## src/rtl/mem_match_scoreboard.sv

```systemverilog
// Turn and score engine for the N-player card-matching game: pairs picks into turns,
// credits matches, rotates the active player on a miss, and ranks players at game end.
module mem_match_scoreboard #(
  parameter int NUM_PLAYERS = 2,
  parameter int NUM_PAIRS   = 8,
  parameter int SYM_W       = 4,
  localparam int PW         = (NUM_PLAYERS > 2) ? $clog2(NUM_PLAYERS) : 1,
  localparam int SCW        = $clog2(NUM_PAIRS + 1)
) (
  input  logic                       clk,
  input  logic                       rst,
  input  logic                       new_game,
  input  logic                       pick_valid,
  input  logic                       pick_empty,
  input  logic [SYM_W-1:0]           pick_sym,
  output logic [PW-1:0]              cur_player,
  output logic                       second_pick,
  output logic                       match_pulse,
  output logic                       miss_pulse,
  output logic [NUM_PLAYERS*SCW-1:0] scores,
  output logic [SCW-1:0]             pairs_found,
  output logic                       game_over,
  output logic [PW-1:0]              winner,
  output logic                       tie
);

  typedef enum logic [1:0] {
    FIRST  = 2'd0,
    SECOND = 2'd1,
    SCAN   = 2'd2,
    DONE   = 2'd3
  } state_t;

  localparam logic [PW-1:0]  LAST_PLAYER = PW'(NUM_PLAYERS - 1);
  localparam logic [SCW-1:0] LAST_PAIR   = SCW'(NUM_PAIRS - 1);

  state_t           state_r;
  state_t           state_nxt_s;
  logic [SYM_W-1:0] sym1_r;
  logic [PW-1:0]    cur_player_r;
  logic [SCW-1:0]   score_r [NUM_PLAYERS];
  logic [SCW-1:0]   pairs_r;
  logic             match_r;
  logic             miss_r;
  logic [PW-1:0]    scan_idx_r;
  logic [SCW-1:0]   max_r;
  logic [PW-1:0]    best_r;
  logic             tie_r;

  logic             accept_s;
  logic             hit_s;
  logic             miss_s;
  logic             last_pair_s;
  logic             scan_last_s;
  logic [SCW-1:0]   scan_score_s;

  assign accept_s    = pick_valid & pick_empty & ((state_r == FIRST) | (state_r == SECOND));
  assign last_pair_s = (pairs_r == LAST_PAIR);
  assign scan_last_s = (scan_idx_r == LAST_PLAYER);

  // State register
  always_ff @(posedge clk or posedge rst) begin
    if (rst) begin
      state_r <= FIRST;
    end else begin
      state_r <= state_nxt_s;
    end
  end

  // Next-state and turn-outcome decode; new_game overrides any same-cycle pick
  always_comb begin
    state_nxt_s = state_r;
    hit_s       = 1'b0;
    miss_s      = 1'b0;
    if (new_game) begin
      state_nxt_s = FIRST;
    end else begin
      case (state_r)
        FIRST: begin
          if (accept_s) state_nxt_s = SECOND;
          else          state_nxt_s = FIRST;
        end
        SECOND: begin
          if (!accept_s) begin
            state_nxt_s = SECOND;
          end else if (pick_sym == sym1_r) begin
            hit_s       = 1'b1;
            state_nxt_s = last_pair_s ? SCAN : FIRST;
          end else begin
            miss_s      = 1'b1;
            state_nxt_s = FIRST;
          end
        end
        SCAN:    state_nxt_s = scan_last_s ? DONE : SCAN;
        DONE:    state_nxt_s = DONE;
        default: state_nxt_s = FIRST;
      endcase
    end
  end

  // Score of the player currently being ranked
  always_comb begin
    scan_score_s = '0;
    for (int p = 0; p < NUM_PLAYERS; p++) begin
      scan_score_s = (scan_idx_r == PW'(p)) ? score_r[p] : scan_score_s;
    end
  end

  // Turn datapath, scores and ranking registers
  always_ff @(posedge clk or posedge rst) begin
    if (rst) begin
      sym1_r       <= '0;
      cur_player_r <= '0;
      pairs_r      <= '0;
      match_r      <= 1'b0;
      miss_r       <= 1'b0;
      scan_idx_r   <= '0;
      max_r        <= '0;
      best_r       <= '0;
      tie_r        <= 1'b0;
      for (int p = 0; p < NUM_PLAYERS; p++) score_r[p] <= '0;
    end else if (new_game) begin
      sym1_r       <= '0;
      cur_player_r <= '0;
      pairs_r      <= '0;
      match_r      <= 1'b0;
      miss_r       <= 1'b0;
      scan_idx_r   <= '0;
      max_r        <= '0;
      best_r       <= '0;
      tie_r        <= 1'b0;
      for (int p = 0; p < NUM_PLAYERS; p++) score_r[p] <= '0;
    end else begin
      match_r <= hit_s;
      miss_r  <= miss_s;
      if (accept_s && (state_r == FIRST)) sym1_r <= pick_sym;
      if (hit_s) pairs_r <= pairs_r + SCW'(1);
      for (int p = 0; p < NUM_PLAYERS; p++) begin
        if (hit_s && (cur_player_r == PW'(p))) score_r[p] <= score_r[p] + SCW'(1);
      end
      if (miss_s) cur_player_r <= (cur_player_r == LAST_PLAYER) ? '0 : cur_player_r + PW'(1);
      // Strict > keeps the lowest index; an equal later score only raises tie
      if (state_r == SCAN) begin
        if (!scan_last_s) scan_idx_r <= scan_idx_r + PW'(1);
        if (scan_idx_r == '0) begin
          max_r  <= scan_score_s;
          best_r <= '0;
          tie_r  <= 1'b0;
        end else if (scan_score_s > max_r) begin
          max_r  <= scan_score_s;
          best_r <= scan_idx_r;
          tie_r  <= 1'b0;
        end else if (scan_score_s == max_r) begin
          tie_r  <= 1'b1;
        end
      end
    end
  end

  for (genvar g = 0; g < NUM_PLAYERS; g++) begin : g_scores
    assign scores[g*SCW +: SCW] = score_r[g];
  end

  assign cur_player  = cur_player_r;
  assign second_pick = (state_r == SECOND);
  assign match_pulse = match_r;
  assign miss_pulse  = miss_r;
  assign pairs_found = pairs_r;
  assign game_over   = (state_r == DONE);
  assign winner      = game_over ? best_r : '0;
  assign tie         = game_over & tie_r;

endmodule

```

## config.mk

```make
export PLATFORM = sky130hd
export DESIGN_NAME = mem_match_scoreboard
export DESIGN_NICKNAME = d
export VERILOG_FILES = /design/src/rtl/mem_match_scoreboard.sv
export SDC_FILE = /design/constraint.sdc
export NUM_CORES = 1
export LEC_CHECK = 0
export CAP_MARGIN = 20
export CELL_PAD_IN_SITES_DETAIL_PLACEMENT = 0
export CELL_PAD_IN_SITES_GLOBAL_PLACEMENT = 1
export CORE_ASPECT_RATIO = 1.5
export CORE_MARGIN = 1
export CORE_UTILIZATION = 35
export DETAILED_ROUTE_END_ITERATION = 10
export PLACE_DENSITY = 0.74
export SETUP_SLACK_MARGIN = 0.05
export SLEW_MARGIN = 20
export SYNTH_ARGS = -nofsm -noshare
export SYNTH_HDL_FRONTEND = slang
export SYNTH_SLANG_ARGS = --single-unit
```

## constraint.sdc

```tcl
create_clock -name clk -period 2.88 [get_ports clk]
set_input_delay 0.576 -clock clk [delete_from_list [all_inputs] [get_ports clk]]
set_output_delay 0.576 -clock clk [all_outputs]
set_load 0.02 [all_outputs]
```

### Word-level counts from Yosys, hierarchy flattened

Index checks and enable logic that the tools add are counted.

| storage, ports and cells | value |
|---|---|
| register bits | 28 |
| bits in latches | 0 |
| bits in writable memories | 0 |
| ROM bits | 0 |
| bits of input ports | 9 |
| output and inout bits | 19 |
| logic and storage cells | 88 |
| memories | 0 |

| operators by class | value |
|---|---|
| $add $sub $neg | 5 |
| $mul | 0 |
| div/mod/pow operators | 0 |
| order comparisons | 1 |
| equality and inequality tests | 8 |
| shift-type cells | 0 |
| multiplexer cells | 45 |
| bitwise gates (word level) | 5 |
| reductions and logical operators | 12 |

Operators with widths:

| kind | count |
|---|---|
| 2-to-1 mux 4 bit | 11 |
| 2-to-1 mux 1 bit | 28 |
| adder 4 x 1 -> 4 bit (second input constant) | 3 |
| nonzero test 2 bit | 6 |
| == test 4 bit | 2 |
| 2-to-1 mux 2 bit | 4 |
| 2-to-1 mux 8 bit | 1 |
| case mux 2 bit (4 select lines) | 1 |
| == test 2 bit (second input constant) | 2 |
| == test 4 x 3 -> 1 bit (second input constant) | 1 |
| > comparator 4 bit | 1 |
| != test 4 x 2 -> 1 bit (second input constant) | 1 |
| AND reduction 2 bit | 2 |
| AND 1 bit | 3 |
| logical AND 1 bit | 3 |
| != test 3 x 2 -> 1 bit (second input constant) | 1 |
| adder 1 bit (second input constant) | 2 |
| == test 2 x 1 -> 1 bit (second input constant) | 1 |
| logical NOT 2 bit | 1 |
| NOT 1 bit | 1 |
| OR 1 bit | 1 |

### Depth between registers and ports, before layout

| depth | value |
|---|---|
| word-level depth | 9 |
| mapped depth | 7 |
| gate-level depth less buffers | 6 |

### Worst setup path before layout

No wires, ideal clock.

| timing | value |
|---|---|
| kind | register to register |
| start | register scan_idx_r |
| end | register max_r[0] |
| setup time | 0.125 ns |
| arrival time | 2.077 ns |
| data required time | 2.755 ns |
| path slack | 0.679 ns |
| stages on the path, launching flop included | 8 |
| buffers on the path | 1 |
| clock period less this slack | 2.201 ns |
| path through | dfrtp_1 > buf_4 > mux2_2 > ha_1 > and4b_1 > a2111oi_2 > nor3_2 > mux2_2 |

| between the ends | value |
|---|---|
| longest elaborated chain between the ends | 5 |
| elaborated cells on any way between the ends | 8 |
| those cells by class | order compare (1); eq/ne (1); mux (5); reduce/logical (1) |

Ends and longest elaborated chain:

| what | RTL line | RTL |
|---|---|---|
| start: declaration | 45 | `logic [PW-1:0] scan_idx_r;` |
| start signal: assignment | 144 | `if (!scan_last_s) scan_idx_r <= scan_idx_r + PW'(1);` |
| parallel branches: the longest is 5 deep, another holds > comparator 4 bit | n/a |  |
| end signal: assignment | 146 | `max_r <= scan_score_s;` |
| end signal: assignment | 150 | `max_r <= scan_score_s;` |
| end: declaration | 46 | `logic [SCW-1:0] max_r;` |

Parallel ways; which one is timed is not known. The select of a mux whose other input is x is not followed.
A chain may end at the register's enable or synchronous reset.

### Worst setup path in the final report

Same ends and word-level chain as after synthesis.

==> out/metrics.yaml <==
outcome: "completed"
powerDensity_mw_per_mm2: 358
synth_area_leaders: "dfrtp_1, ha_1, mux2i_1"
antenna_left: 0
ys_types: 35
vdd_ir_drop_max_uv: 216
switching_share_pct: 23.8
grt.overflow.total: 0
place_area_sq_mm: 0.00187
dr_total_vias: 1235
vias_per_cell: 5.44
fin_crit_ns: 2.45
drt_pre_antenna_iters: 4
dieArea_sq_mm: 0.00476
cts_root_buffer: "clkbuf_8"
clkSinkCount: 28
insertion_delay_ns: 0.27
rows: 29
p_clk_share_pct: 30.8
filler_cell_count: 411
p_sw_mw: 0.163
grt_pass1_vias: 1302
yosysMostFrequentCell: "dfrtp_1"
htreeDepth: 1
drc: 0
n_antenna_cell: 0
drv_cap: 0
fp.dieH_microns: 84.0
r2r_slack_ns: 0.43
crit_chain: "mux2_2 -> ha_1 -> and4b_1 -> a2111oi_2 -> nor3_2 -> mux2_2"
critPathKind: "flop to flop"
area_growth_pct: 22.2
r2r-end: "max_r[0]"
worst_slack_ns: 0.432
io_pins: 28
drt_iter0_drc: 49
rsz0062_at_grt: "no"
hold_ws_ns: 0.508
post_cts_buffers: 0
worstPathMaxFanout: 7
async_reset_ff_share_pct: 100
port_buffers: 27
die_w_microns: 56.6
worstSetupStartpointType: "flop"
whs_path_depth: 1
relSlewSlack_pct: 68.6
yosysTopAreaCellShare_pct: 44.7
yosysWarnings: 0
grtUsageTotal_pct: 15.6
ys_ff_latch: 28
synthTopCellsByCount: "dfrtp_1, nor2_1, a21oi_1, o21ai_0, mux2i_1"
cpMostUsedCell: "mux2_2"
tritoncts: "built"
dp_hpwl_microns: 2460
synth_flop_cell: "dfrtp_1"
cts_buffers: 3
max_freq_mhz: 408
min_to: "best_r"
grt_pass1_wl_microns: 5950
place_inst: 224
r2r-start: "scan_idx_r"
power_frac_comb_pct: 10.2
tightest_slew_ns: 0.468
wl_per_cell_microns: 14.8
drive_above_1_share_pct: 9.39
rr_worst_depth: 6
synth_cells: 157
cp_data_required_time_ns: 3.04
drv_slew: 0
routed_wirelength_microns: 3350
clockBufferDepth: 2
initial_core_util_pct: 36.9
clock_skew_ns: 0.00471
crit_path_max_incr_delay_ns: 0.51
synth_nets: 173
hold_viol_final: 0
finalSetupViolations: 0
clk_pin_slew_ns: 0.09
min_from: "best_r"
syn_area_sq_mm: 0.00157
hold_path_class: "flop to flop"
cts-hold-fix-buffers: 0
yosysTopAreaCell: "dfrtp_1"
synth_edf_count: 0
end_kind: "flop"
finalSetupTns_ns: 0
p_int_mw: 0.523
grt_max_degree: 30
ys_seq_area_share_pct: 44.7
final_util_pct: 45.1
cts_repair_resize_count: 0
gp_congestion: 0.884
antenna_found_initial: 0
min_period_over_period_pct: 85.0
power.leakage_nw: 0.816
finish.instance_area_sq_mm: 0.00192
fin_cells: 227
avgSynthCellArea_sq_um: 9.99
post-place-ws_ns: 0.439
cp_data_arrival_time_ns: 2.61
power_mw: 0.686
nNetsFinal: 199
p_seq_share_pct: 58.9
crit_slowest_cell: "dfrtp_1"
core_sq_mm: 0.00425
[routing by layer]
layer  track usage (%)  routed length (microns)  up-vias
met5                 0                        0        -
met4              5.32                       23        0
met3              1.71                       89        2
met2              27.2                     1710       22
met1              19.5                     1530      602
li1                  -                        -      609
[critical path, delay by kind of cell (launching register included)]
| kind | cells | cell delay (ns) |
|---|---|---|
| multiplexers | 2 | 0.79 |
| flip-flops | 1 | 0.51 |
| adder cells (fa/ha/maj) | 1 | 0.33 |
| AND/OR/NAND/NOR | 2 | 0.66 |
| AO/OA/AOI/OAI | 1 | 0.06 |
[how the worst max path moves through the flow]
stage	start	to	slack [ns]	cells after the start
3_3_place_gp	pick_valid	scores[3]	0.53	5
2_1_floorplan	scan_idx_r	max_r[0]	0.68	7
3_5_place_dp	scan_idx_r	max_r[0]	0.44	6
6_report	scan_idx_r	max_r[0]	0.43	6
5_1_grt	scan_idx_r	max_r[0]	0.32	6
4_1_cts	scan_idx_r	max_r[0]	0.43	6
[flip-flops by register name, summed over array words and instances (netlist names)]
name,flops
best_r,1
cur_player,1
match_pulse,1
max_r,4
miss_pulse,1
pairs_found,4
scan_idx_r,1
scores,8
state_r,2
sym1_r,4
tie_r,1
[cells in the final DEF (no fill, tap or decap), types with 5 or more instances in the layout]
master | synthesis | layout
dfrtp_1 | 28 | 28
a21oi_1 | 12 | 12
o21ai_0 | 9 | 9
o31ai_1 | 6 | 6
ha_1 | 7 | 7
clkdlybuf4s50_1 | 0 | 27
mux2i_1 | 8 | 8
inv_1 | 6 | 6
nand3_1 | 6 | 6
buf_4 | 2 | 5
mux2_2 | 5 | 5
or4_1 | 5 | 5
nor2_1 | 15 | 15
[logic make-up after synthesis]
| kind of cell | Yosys count | synth area share [%] |
|---|---|---|
| and+or+nand+nor | 56 | 21.1 |
| AOI/OAI and AO/OA | 32 | 12.5 |
| DFF | 28 | 44.7 |
| buffers and inverters | 17 | 5.19 |
| muxes | 13 | 8.70 |
| adders and majority gates | 7 | 5.59 |
| xor gates and xnor gates | 4 | 2.23 |
[power by group through the flow]
| stage | logic (mW) | registers [mW] | clock network [mW] |
|---|---|---|---|
| 6_report | 0.0702 | 0.404 | 0.211 |
| 2_1_floorplan | 0.0442 | 0.410 | 0 |
| 5_1_grt | 0.0781 | 0.405 | 0.234 |
| 4_1_cts | 0.0714 | 0.404 | 0.222 |
| 3_5_place_dp | 0.0711 | 0.412 | 0 |
| 3_3_place_gp | 0.0692 | 0.412 | 0 |
[area by class of cell]
type                    count  area, sq um  share of cell area, %
clock buffers               3         41.3                   2.16
inverters                   6         22.5                   1.18
multi-input cells         112          786                   41.0
flip-flops and latches     28          701                   36.6
well taps                  46         57.6                   3.00
repair buffers             32          308                   16.1
(Power assumes the default switching activity.)
